[src/rtl/button_press_if.sv]
// Button level in, gesture event pulses and busy flag out, between the debouncer side and the decoder.
interface button_press_if;
    logic btn;
    logic short_pulse;
    logic double_pulse;
    logic long_pulse;
    logic repeat_pulse;
    logic busy;

    modport master (
        output btn,
        input  short_pulse,
        input  double_pulse,
        input  long_pulse,
        input  repeat_pulse,
        input  busy
    );

    modport slave (
        input  btn,
        output short_pulse,
        output double_pulse,
        output long_pulse,
        output repeat_pulse,
        output busy
    );
endinterface

[src/rtl/button_press_decoder.sv]
// Classifies debounced button gestures into short, double, long and auto-repeat events,
// each reported as a registered single-cycle pulse.
module button_press_decoder #(
    parameter int unsigned CNT_W        = 27,
    parameter int unsigned LONG_COUNT   = 100_000_000,
    parameter int unsigned REPEAT_COUNT = 25_000_000,
    parameter int unsigned DOUBLE_GAP   = 30_000_000
) (
    input  logic          clk,
    input  logic          rst,
    button_press_if.slave bp
);

    localparam logic [CNT_W-1:0] LONG_LAST   = CNT_W'(LONG_COUNT - 1);
    localparam logic [CNT_W-1:0] REPEAT_LAST = CNT_W'(REPEAT_COUNT - 1);
    localparam logic [CNT_W-1:0] GAP_LAST    = CNT_W'(DOUBLE_GAP - 1);
    localparam logic [CNT_W-1:0] CNT_ONE     = CNT_W'(1);

    typedef enum logic [2:0] {
        IDLE,
        PRESS1,
        WAIT2,
        PRESS2,
        LONG
    } state_t;

    state_t           state;
    state_t           state_next;
    logic [CNT_W-1:0] cnt;
    logic [CNT_W-1:0] cnt_next;
    logic             btn_d;
    logic             rise;
    logic             fall;

    logic short_q,  short_next;
    logic double_q, double_next;
    logic long_q,   long_next;
    logic repeat_q, repeat_next;
    logic busy_q,   busy_next;

    assign rise = bp.btn & ~btn_d;
    assign fall = ~bp.btn & btn_d;

    // btn_d resets high so a button held through reset is not taken as a press
    always_ff @(posedge clk or posedge rst) begin
        if (rst) begin
            state    <= IDLE;
            cnt      <= '0;
            btn_d    <= 1'b1;
            short_q  <= 1'b0;
            double_q <= 1'b0;
            long_q   <= 1'b0;
            repeat_q <= 1'b0;
            busy_q   <= 1'b0;
        end else begin
            state    <= state_next;
            cnt      <= cnt_next;
            btn_d    <= bp.btn;
            short_q  <= short_next;
            double_q <= double_next;
            long_q   <= long_next;
            repeat_q <= repeat_next;
            busy_q   <= busy_next;
        end
    end

    // Gesture classification; the shared counter restarts on every state change
    always_comb begin
        state_next  = state;
        cnt_next    = cnt;
        short_next  = 1'b0;
        double_next = 1'b0;
        long_next   = 1'b0;
        repeat_next = 1'b0;

        case (state)
            IDLE: begin
                if (rise) begin
                    state_next = PRESS1;
                    cnt_next   = '0;
                end
            end
            PRESS1: begin
                if (fall) begin
                    state_next = WAIT2;
                    cnt_next   = '0;
                end else if (cnt == LONG_LAST) begin
                    long_next  = 1'b1;
                    state_next = LONG;
                    cnt_next   = '0;
                end else begin
                    cnt_next = cnt + CNT_ONE;
                end
            end
            WAIT2: begin
                // A rise on the expiry cycle still counts as the second press
                if (rise) begin
                    double_next = 1'b1;
                    state_next  = PRESS2;
                    cnt_next    = '0;
                end else if (cnt == GAP_LAST) begin
                    short_next = 1'b1;
                    state_next = IDLE;
                    cnt_next   = '0;
                end else begin
                    cnt_next = cnt + CNT_ONE;
                end
            end
            PRESS2: begin
                if (fall) begin
                    state_next = IDLE;
                    cnt_next   = '0;
                end
            end
            LONG: begin
                if (fall) begin
                    state_next = IDLE;
                    cnt_next   = '0;
                end else if (cnt == REPEAT_LAST) begin
                    repeat_next = 1'b1;
                    cnt_next    = '0;
                end else begin
                    cnt_next = cnt + CNT_ONE;
                end
            end
            default: begin
                state_next = IDLE;
                cnt_next   = '0;
            end
        endcase

        busy_next = (state_next != IDLE);
    end

    assign bp.short_pulse  = short_q;
    assign bp.double_pulse = double_q;
    assign bp.long_pulse   = long_q;
    assign bp.repeat_pulse = repeat_q;
    assign bp.busy         = busy_q;

endmodule

[src/flat_wrapper.sv]
// flat-port wrapper written by rule: the top's interface ports become plain ports
module button_press_decoder_flat 
#(
    parameter int unsigned CNT_W        = 27,
    parameter int unsigned LONG_COUNT   = 100_000_000,
    parameter int unsigned REPEAT_COUNT = 25_000_000,
    parameter int unsigned DOUBLE_GAP   = 30_000_000
)
  (clk, rst, bp_btn, bp_short_pulse, bp_double_pulse, bp_long_pulse, bp_repeat_pulse, bp_busy);
  button_press_if bp_i ();
  input  logic clk;
  input  logic rst;
  input wire logic [$bits(bp_i.btn)-1:0] bp_btn;
  output wire logic [$bits(bp_i.short_pulse)-1:0] bp_short_pulse;
  output wire logic [$bits(bp_i.double_pulse)-1:0] bp_double_pulse;
  output wire logic [$bits(bp_i.long_pulse)-1:0] bp_long_pulse;
  output wire logic [$bits(bp_i.repeat_pulse)-1:0] bp_repeat_pulse;
  output wire logic [$bits(bp_i.busy)-1:0] bp_busy;
  assign bp_i.btn = bp_btn;
  assign bp_short_pulse = bp_i.short_pulse;
  assign bp_double_pulse = bp_i.double_pulse;
  assign bp_long_pulse = bp_i.long_pulse;
  assign bp_repeat_pulse = bp_i.repeat_pulse;
  assign bp_busy = bp_i.busy;
  button_press_decoder #(.CNT_W(CNT_W), .LONG_COUNT(LONG_COUNT), .REPEAT_COUNT(REPEAT_COUNT), .DOUBLE_GAP(DOUBLE_GAP)) u_core (.clk(clk), .rst(rst), .bp(bp_i));
endmodule
[config.mk]
export PLATFORM = sky130hd
export DESIGN_NAME = button_press_decoder_flat
export DESIGN_NICKNAME = d
export VERILOG_FILES = /design/src/rtl/button_press_if.sv /design/src/rtl/button_press_decoder.sv /design/src/flat_wrapper.sv
export SDC_FILE = /design/constraint.sdc
export NUM_CORES = 1
export LEC_CHECK = 0
export BUFFER_PORTS_ARGS = -buffer_cell sky130_fd_sc_hd__buf_2
export CORE_MARGIN = 2
export CORE_UTILIZATION = 60
export DETAILED_ROUTE_END_ITERATION = 16
export PLACE_DENSITY = 0.77
export SYNTH_ARGS = -nofsm -noshare
export SYNTH_HDL_FRONTEND = slang
export SYNTH_SLANG_ARGS = --single-unit
[constraint.sdc]
create_clock -name clk -period 2.3 [get_ports clk]
set_input_delay 0.115 -clock clk [delete_from_list [all_inputs] [get_ports clk]]
set_output_delay 0.115 -clock clk [all_outputs]
set_load 0.005 [all_outputs]
==> flow_results.org, run 1 <==
** Synthesis
- The cell count after synthesis came out at 221.
- After synthesis the cells add up to 0.00205 sq mm.
- Counting distinct cell types in the post-synthesis netlist gives 57.
- Number of nets in the synthesized netlist :: 225
- Post-synth top flop :: dfrtp_1
- During synthesis, Yosys emitted a total of 0 warnings.
- In this run, synthesis produced a sequential element count of 36.
- Mean instance size in the synthesized netlist :: 9.29 sq um
- The synthesized design contains 0 enable-type register cells.
- Sequential area share after synthesis :: 0.439
- For this run, asynchronously set or reset flops after synthesis account for 1.00.

** Detailed routing
- Detailed-route via count :: 1787
- In the final routed layout, each cell accounts on average for 16.5 um.
- Number of DRC violations after detailed routing :: 0
- After detailed routing, the number of vias per cell comes to 6.14.
- The first TritonRoute pass finished after 4 iterations.
- Antenna-violating nets left :: 0
- Number of design-rule violations left by the first detailed-router iteration :: 172
- The routed design has 4800 um of wire.

** Clock network
- Maximum buffer depth of the clock tree :: 2
- The tree is rooted in a clkbuf_4.
- Insertion delay of the later-clocked pin in the worst-skew pair :: 350 ps
- The clock net in this run drives a total of 36 sinks.
- TritonCTS built the clock tree.
- CTS built an H-tree with a depth of 2.
- After clock tree synthesis, the clock-pin slew on the worst setup and hold paths is 120 ps.
- TritonCTS created 5 clock buffers.

** Layout
- The repair_antennas step left the layout with diodes totalling 0.
- Most used cells in the layout excluding fill and tap cells :: 35 x dfrtp_1, 28 x nor2_1, 20 x nand2_1
- The library cell used most frequently in the layout, excluding fill and tap cells, is dfrtp_1.
- Final Core Density :: 0.723
- Excluding fillers, the count of instances in the completed layout stands at 291.
- Final Net Count :: 248
- Fraction of layout cells with a size suffix above 1 :: 0.212
- Area occupied by registers :: 902 sq um
- Layout-stage area growth over the synthesis result :: 16.6%
- Summing all multi-input logic gate instances after layout gives 0.00113 sq mm.
- The finished cells cover 0.00239 sq mm.
- Count of filler cells inserted in the layout :: 249

** Placed design
- After detailed placement, the total cell area comes to 0.00219 sq mm.
- The number of placed instances, taps included, is 280.
- DPL Wire Length :: 3390 um
- The congestion estimate from routability-driven global placement came to 0.881.
- The count of buffers added on input and output ports is 7.

** Global route
- Maximum number of pins on one net before global-route repair :: 24
- For this run, the total global-route usage over all layers was measured as 0.261.
- The initial antenna violation count is 0.
- Via count of the first global-routing pass :: 1737
- For this run the aggregate overflow at the end of global routing stands at 0.
- Global-route wire length before repair :: 8010 um

** Pwr
- Worst IR Drop VDD :: 0.700 mV
- Power spread over the standard cell area amounts to 703 mW/mm^2.
- Overall Power :: 1.68 mW
- Cell leakage power :: 0.954 nW

** STA
- The routed design could run at a clock period as short as 2200 ps.
- Measured against its own limit, the worst slew margin works out to 0.414.
- Final-report max-slew violation count :: 0
- Maximum clock frequency :: 454 MHz
- The number of failing hold endpoints at the final stage was 0.
- At the pin with the least slew margin, the transition time is 878 ps.
- Of the available clock period, the critical path in the final layout requires 0.957.
- For the final database, setup skew stands at 12.1 ps.
- Endpoints failing setup :: 0
- After routing, the total negative slack on setup checks comes to 0 ps.

** Floorplan
- For this configuration, the core starts out at a cell density of 0.620.
- The initialized floorplan defines 21 standard-cell rows.
- In this run the horizontal extent of the chip is 62.5 um.
- The region available for standard cell placement spans 0.00331 sq mm.
- Total die area :: 0.00391 sq mm
- 8 I/O pins were placed.
- From bottom edge to top edge, the die measures 62.5 um.

** Worst setup path
- Tracing the worst setup path back leads to its startpoint at u_core.cnt[7].
- Launching element type of the critical path :: register
- In this run the worst setup path terminates at u_core.cnt[26].
- At the worst endpoint, the required time is 2540 ps.
- Slack of the worst reg-to-reg path :: 100 ps
- Arrival time at the worst endpoint :: 2440 ps
- Critical path class :: register to register
- Of all nets on the critical path, the largest fanout is 13.
- Endpoint kind of the worst setup timing path :: register
- Worst Reg2Reg Path Length in Cells :: 7
- R2R Path Start :: u_core.cnt[7]
- The endpoint identified for the worst register-to-register timing path is u_core.cnt[26].

** Job
- Max capacitance violation total :: 0

** Outcome
- The flow ran to the end, and the final reports show no timing, DRC or antenna violations.

** Hold path
- Worst Hold Class :: input pin to register
-- critical path, cell delays in order (launching register included) --
cell,delay [ps]
dfrtp_1,410
or4_1,540
nor4_1,270
and3_1,220
o21ai_0,170
nor2_4,170
buf_4,220
nor2_1,80
-- state kept, by name, indices dropped and copies added (netlist names) --
name	cells
u_core.cnt	27
u_core.btn_d	1
u_core.bp.busy	1
u_core.bp.repeat_pulse	1
u_core.state	3
u_core.bp.double_pulse	1
u_core.bp.long_pulse	1
u_core.bp.short_pulse	1
-- cells in the mapped netlist (2+ instances only) --
master / instances / area share
dfrtp_1: 35 / 0.43
nor2_1: 28 / 0.051
nand2_1: 20 / 0.037
o21ai_0: 15 / 0.037
xnor2_1: 13 / 0.055
nand3_1: 12 / 0.029
nor3_1: 10 / 0.024
and3_1: 7 / 0.021
inv_1: 6 / 0.011
nor4_1: 5 / 0.015
o22ai_1: 5 / 0.015
a21oi_1: 4 / 0.0098
or2_2: 4 / 0.012
nand2b_1: 3 / 0.0091
nor2b_1: 3 / 0.0091
or3_1: 3 / 0.0091
buf_6: 2 / 0.011
clkbuf_1: 2 / 0.0037
nand4_1: 2 / 0.0061
nor2b_4: 2 / 0.013
o211ai_1: 2 / 0.0073
o31ai_1: 2 / 0.0073
xor2_1: 2 / 0.0085
-- routing by layer --
| metal | global-route usage | wire length (um) |
|---|---|---|
| met5 | 0 | 0 |
| met4 | 0.0917 | 91 |
| met3 | 0.0541 | 198 |
| met2 | 0.413 | 2320 |
| met1 | 0.358 | 2190 |
-- cell type report --
type                    instances  share of cell area
multi-input cells             173               0.473
flip-flops and latches         36               0.377
repair buffers                 22              0.0637
clock inverters                 3              0.0376
well taps                      46              0.0240
clock buffers                   5              0.0157
inverters                       6             0.00940
-- report_power, final --
part / internal, mW / switching, mW / leakage (nW)
sequential: 0.666 / 0.0441 / 0.490
combinational: 0.121 / 0.179 / 0.399
clock: 0.448 / 0.226 / 0.0654
total: 1.23 / 0.450 / 0.954
-- worst min-delay path by stage --
stage,startpoint,depth (start not counted),slack [ps],endpoint
2_1_floorplan,bp_btn,0,120,u_core.btn_d
3_3_place_gp,bp_btn,1,280,u_core.btn_d
3_5_place_dp,bp_btn,1,280,u_core.btn_d
4_1_cts,bp_btn,2,430,u_core.btn_d
5_1_grt,bp_btn,2,440,u_core.btn_d
6_report,bp_btn,2,460,u_core.btn_d
-- through the flow --
step           setup slack [ps]  hold slack [ps]
2_1_floorplan               303              119
3_3_place_gp                159              277
3_5_place_dp               64.6              281
4_1_cts                    46.3              434
5_1_grt                   -4.16              436
6_report                   99.3              456
-- logic make-up (layout without fill, tap and decap cells) --
group | count (synthesis) | after routing | synth area share
AO/OA/AOI/OAI | 39 | 39 | 0.128
XOR/XNOR | 15 | 15 | 0.0640
adder cells (fa/ha/maj) | 2 | 2 | 0.0110
buffers and inverters | 12 | 36 | 0.0317
flip-flops | 36 | 36 | 0.439
multiplexers | 1 | 1 | 0.00488
AND/OR/NAND/NOR | 116 | 116 | 0.321
-- repair_timing --
item	4_1_cts	5_1_grt
resized for setup	0	6
hold buffers	2	0
endpoints found under the hold margin	21	0
endpoints found under the setup margin	0	25
buffers inserted	0	1
No activity file was read; power rests on OpenSTA's default activity.
==> run 2: changes to the inputs <==
--- a/config.mk
+++ b/config.mk
@@ -6,10 +6,12 @@
 export NUM_CORES = 1
 export LEC_CHECK = 0
 export BUFFER_PORTS_ARGS = -buffer_cell sky130_fd_sc_hd__buf_2
+export CAP_MARGIN = 15
 export CORE_MARGIN = 2
 export CORE_UTILIZATION = 60
 export DETAILED_ROUTE_END_ITERATION = 16
 export PLACE_DENSITY = 0.77
+export SETUP_SLACK_MARGIN = 0.1
 export SYNTH_ARGS = -nofsm -noshare
 export SYNTH_HDL_FRONTEND = slang
 export SYNTH_SLANG_ARGS = --single-unit
==> flow_results.org, run 2 (synthesis gave the netlist of run 1 again) <==
** Outcome
- Status :: finished, final reports clean

** STA
- Clock period minus final worst setup slack :: 2160 ps
- For this run, the top clock speed supported by timing is 463 MHz.
- Across all hold checks on the routed design, the worst slack comes to 448 ps.
- In the final timing run, aggregate negative setup slack is 0 ps.
- Final-report max-slew violation count :: 0
- Worst-case headroom to the max-slew limit :: 0.419
- Final worst path period share :: 0.939
- Setup violations remaining at the end of the flow were counted as 0.
- At the pin with the least slew margin, the transition time is 871 ps.
- Setup repair after global routing could not meet its margin everywhere.
- The number of failing hold endpoints at the final stage is 0.
- Skew final :: 16.7 ps

** Detailed routing
- Number of iterations in the first detailed-routing pass :: 4
- The count of nets left with antenna violations once routing finished came out at 0.
- Number of design-rule violations left by the first detailed-router iteration :: 214
- After detailed routing, the number of remaining DRC violations is 0.
- Final WL :: 5090 um
- Using the TritonRoute via totals, the vias-per-cell ratio works out to 6.23.
- Routed len/inst :: 17.2 um
- Detailed-route via count :: 1839

** Layout
- The library cell used most frequently in the layout, excluding fill and tap cells, is dfrtp_1.
- The largest registers in the layout are u_core.cnt (27), u_core.state (3).
- Count of filler cells inserted in the layout :: 232
- The register with the most flip-flops in the layout has 27 of them.
- Number of antenna repair diodes :: 0
- Final Net Count :: 252
- Fraction of layout cells with a size suffix above 1 :: 0.237
- Layout-stage area growth over the synthesis result :: 20.3%
- Most used cells in the layout excluding fill and tap cells :: 35 x dfrtp_1, 28 x nor2_1, 20 x nand2_1
- Largest reg by FF count :: u_core.cnt

** Worst setup path
- STA classifies the critical path endpoint as a register.
- The worst register-to-register path has a depth of 8.
- Launching element type of the critical path :: register
- For this design, the slowest cell found on the critical path is dfrtp_1.
- Required arrival time at the worst endpoint :: 2550 ps
- At the worst endpoint, the arrival time is 2410 ps.
- Worst stage delay on the critical path :: 410 ps
- Critical path class :: register to register
- Along the worst path, the maximum fanout reaches 13.
- Largest delay share family, worst path :: simple AND/OR/NAND/NOR gates
- The signal on the critical path passes through buf_4 -> nor4_2 -> nand4_1 -> nor4_4 -> o2bb2ai_4 -> nor2_4 -> buf_8 -> nor2_1.
- Number of gates on the worst path with buffers counted :: 8
- Buf/Inv on CP :: 2

** Floorplan
- Initial standard-cell utilization of the core :: 0.620
- Area of the placeable core :: 0.00331 sq mm
- The floorplan step set the die width to 62.5 um.
- Rows :: 21
- Count of pins on the block boundary :: 8
- The die covers 0.00391 sq mm.
- Die height :: 62.5 um

** Clock network
- Clock-pin slew was measured on the worst setup and hold paths at 120 ps.
- The H-tree was split into 2 levels.
- Clock root buffer :: clkbuf_4
- Counting along the longest clock path gives a buffer depth of 2.
- Clock latency on the worst-skew pair, taken at its later pin, is 360 ps.
- Number of clock sinks :: 36
- CTS Buf Count :: 5
- TritonCTS clock tree :: done

** Pwr
- The worst-case IR drop observed on VDD is 0.696 mV.
- In this run the power density over the cells is 697 mW/mm^2.
- Cell leakage power :: 0.979 nW

** Global route
- Global routing finished with a remaining overflow of 0.
- The initial antenna violation count is 0.
- The first global-routing pass estimated 8250 um of wire.
- Aggregate global-route resource usage :: 0.268
- Via count of the first global-routing pass :: 1772
- Entering global routing, the biggest net connects 24 pins.

** Hold path
- Number of cells on the worst hold path :: 2
- In this run the worst hold path is classified as input pin to register.

** Job
- Across the run, the number of max-cap violations was 0.

** Placed design
- DPL Wire Length :: 3390 um
- I/O Buffers :: 7
- At the end of routability-driven placement, the weighted congestion stood at 0.881.
## run 2: layout make-up
| cell class | count | area (sq um) | area share |
|---|---|---|---|
| Clock buffer | 5 | 37.5 | 0.0152 |
| Clock inverter | 3 | 90.1 | 0.0365 |
| Inverter | 6 | 22.5 | 0.00912 |
| Multi-Input combinational cell | 174 | 1170 | 0.475 |
| Sequential cell | 36 | 902 | 0.365 |
| Tap cell | 46 | 57.6 | 0.0233 |
| Timing Repair Buffer | 25 | 186 | 0.0755 |
## run 2: worst reg2reg max path, stage by stage (launching register included)
cell and delay [ps]:
dfrtp_1 410, buf_4 160, nor4_2 300, nand4_1 220
nor4_4 400, o2bb2ai_4 140, nor2_4 180, buf_8 170
nor2_1 70
## run 2: path summary, 6_finish.rpt
check / slack, ps / startpoint / end
max: 140 / u_core.cnt[7] / u_core.cnt[26]
min: 450 / bp_btn / u_core.btn_d
max reg2reg: 140 / u_core.cnt[7] / u_core.cnt[26]
min reg2reg: 580 / u_core.cnt[1] / u_core.cnt[1]
max in group asynchronous: 1180 / rst / u_core.cnt[11]
min in group asynchronous: 460 / rst / u_core.bp.busy
## run 2: per-stage QoR
step | utilization | setup slack (ps) | std cells | instance area [sq um] | total power [mW]
detailed placement | 0.663 | 64.6 | 280 | 2190 | 0.986
floorplan | - | 303 | 221 | 2050 | 0.923
CTS | 0.714 | 112 | 291 | 2360 | 1.68
global placement | 0.663 | 159 | 280 | 2190 | 0.972
global route | 0.746 | 31.9 | 295 | 2470 | 1.79
finish | 0.746 | 139 | 295 | 2470 | 1.72
## run 2: metal layers
layer  vias up  track usage  wire (um)
met2        78        0.422       2510
met4         0        0.100         86
met1       903        0.368       2160
met3        11       0.0559        329
met5         -            0          0
li1        847            -          -
## run 2: power breakdown
group          switching [mW]  total [mW]  internal [mW]
Clock                   0.224       0.671          0.448
Combinational           0.200       0.342          0.142
Sequential             0.0403       0.707          0.666
Total                   0.464        1.72           1.26
## run 2: timing repair
action,4_1_cts,5_1_grt
gates resized for setup,2,12
buffers inserted,1,3
endpoints found under the hold margin,21,0
cloned,0,1
hold buffers,2,0
pin swaps,0,5
setup endpoints to repair,13,27
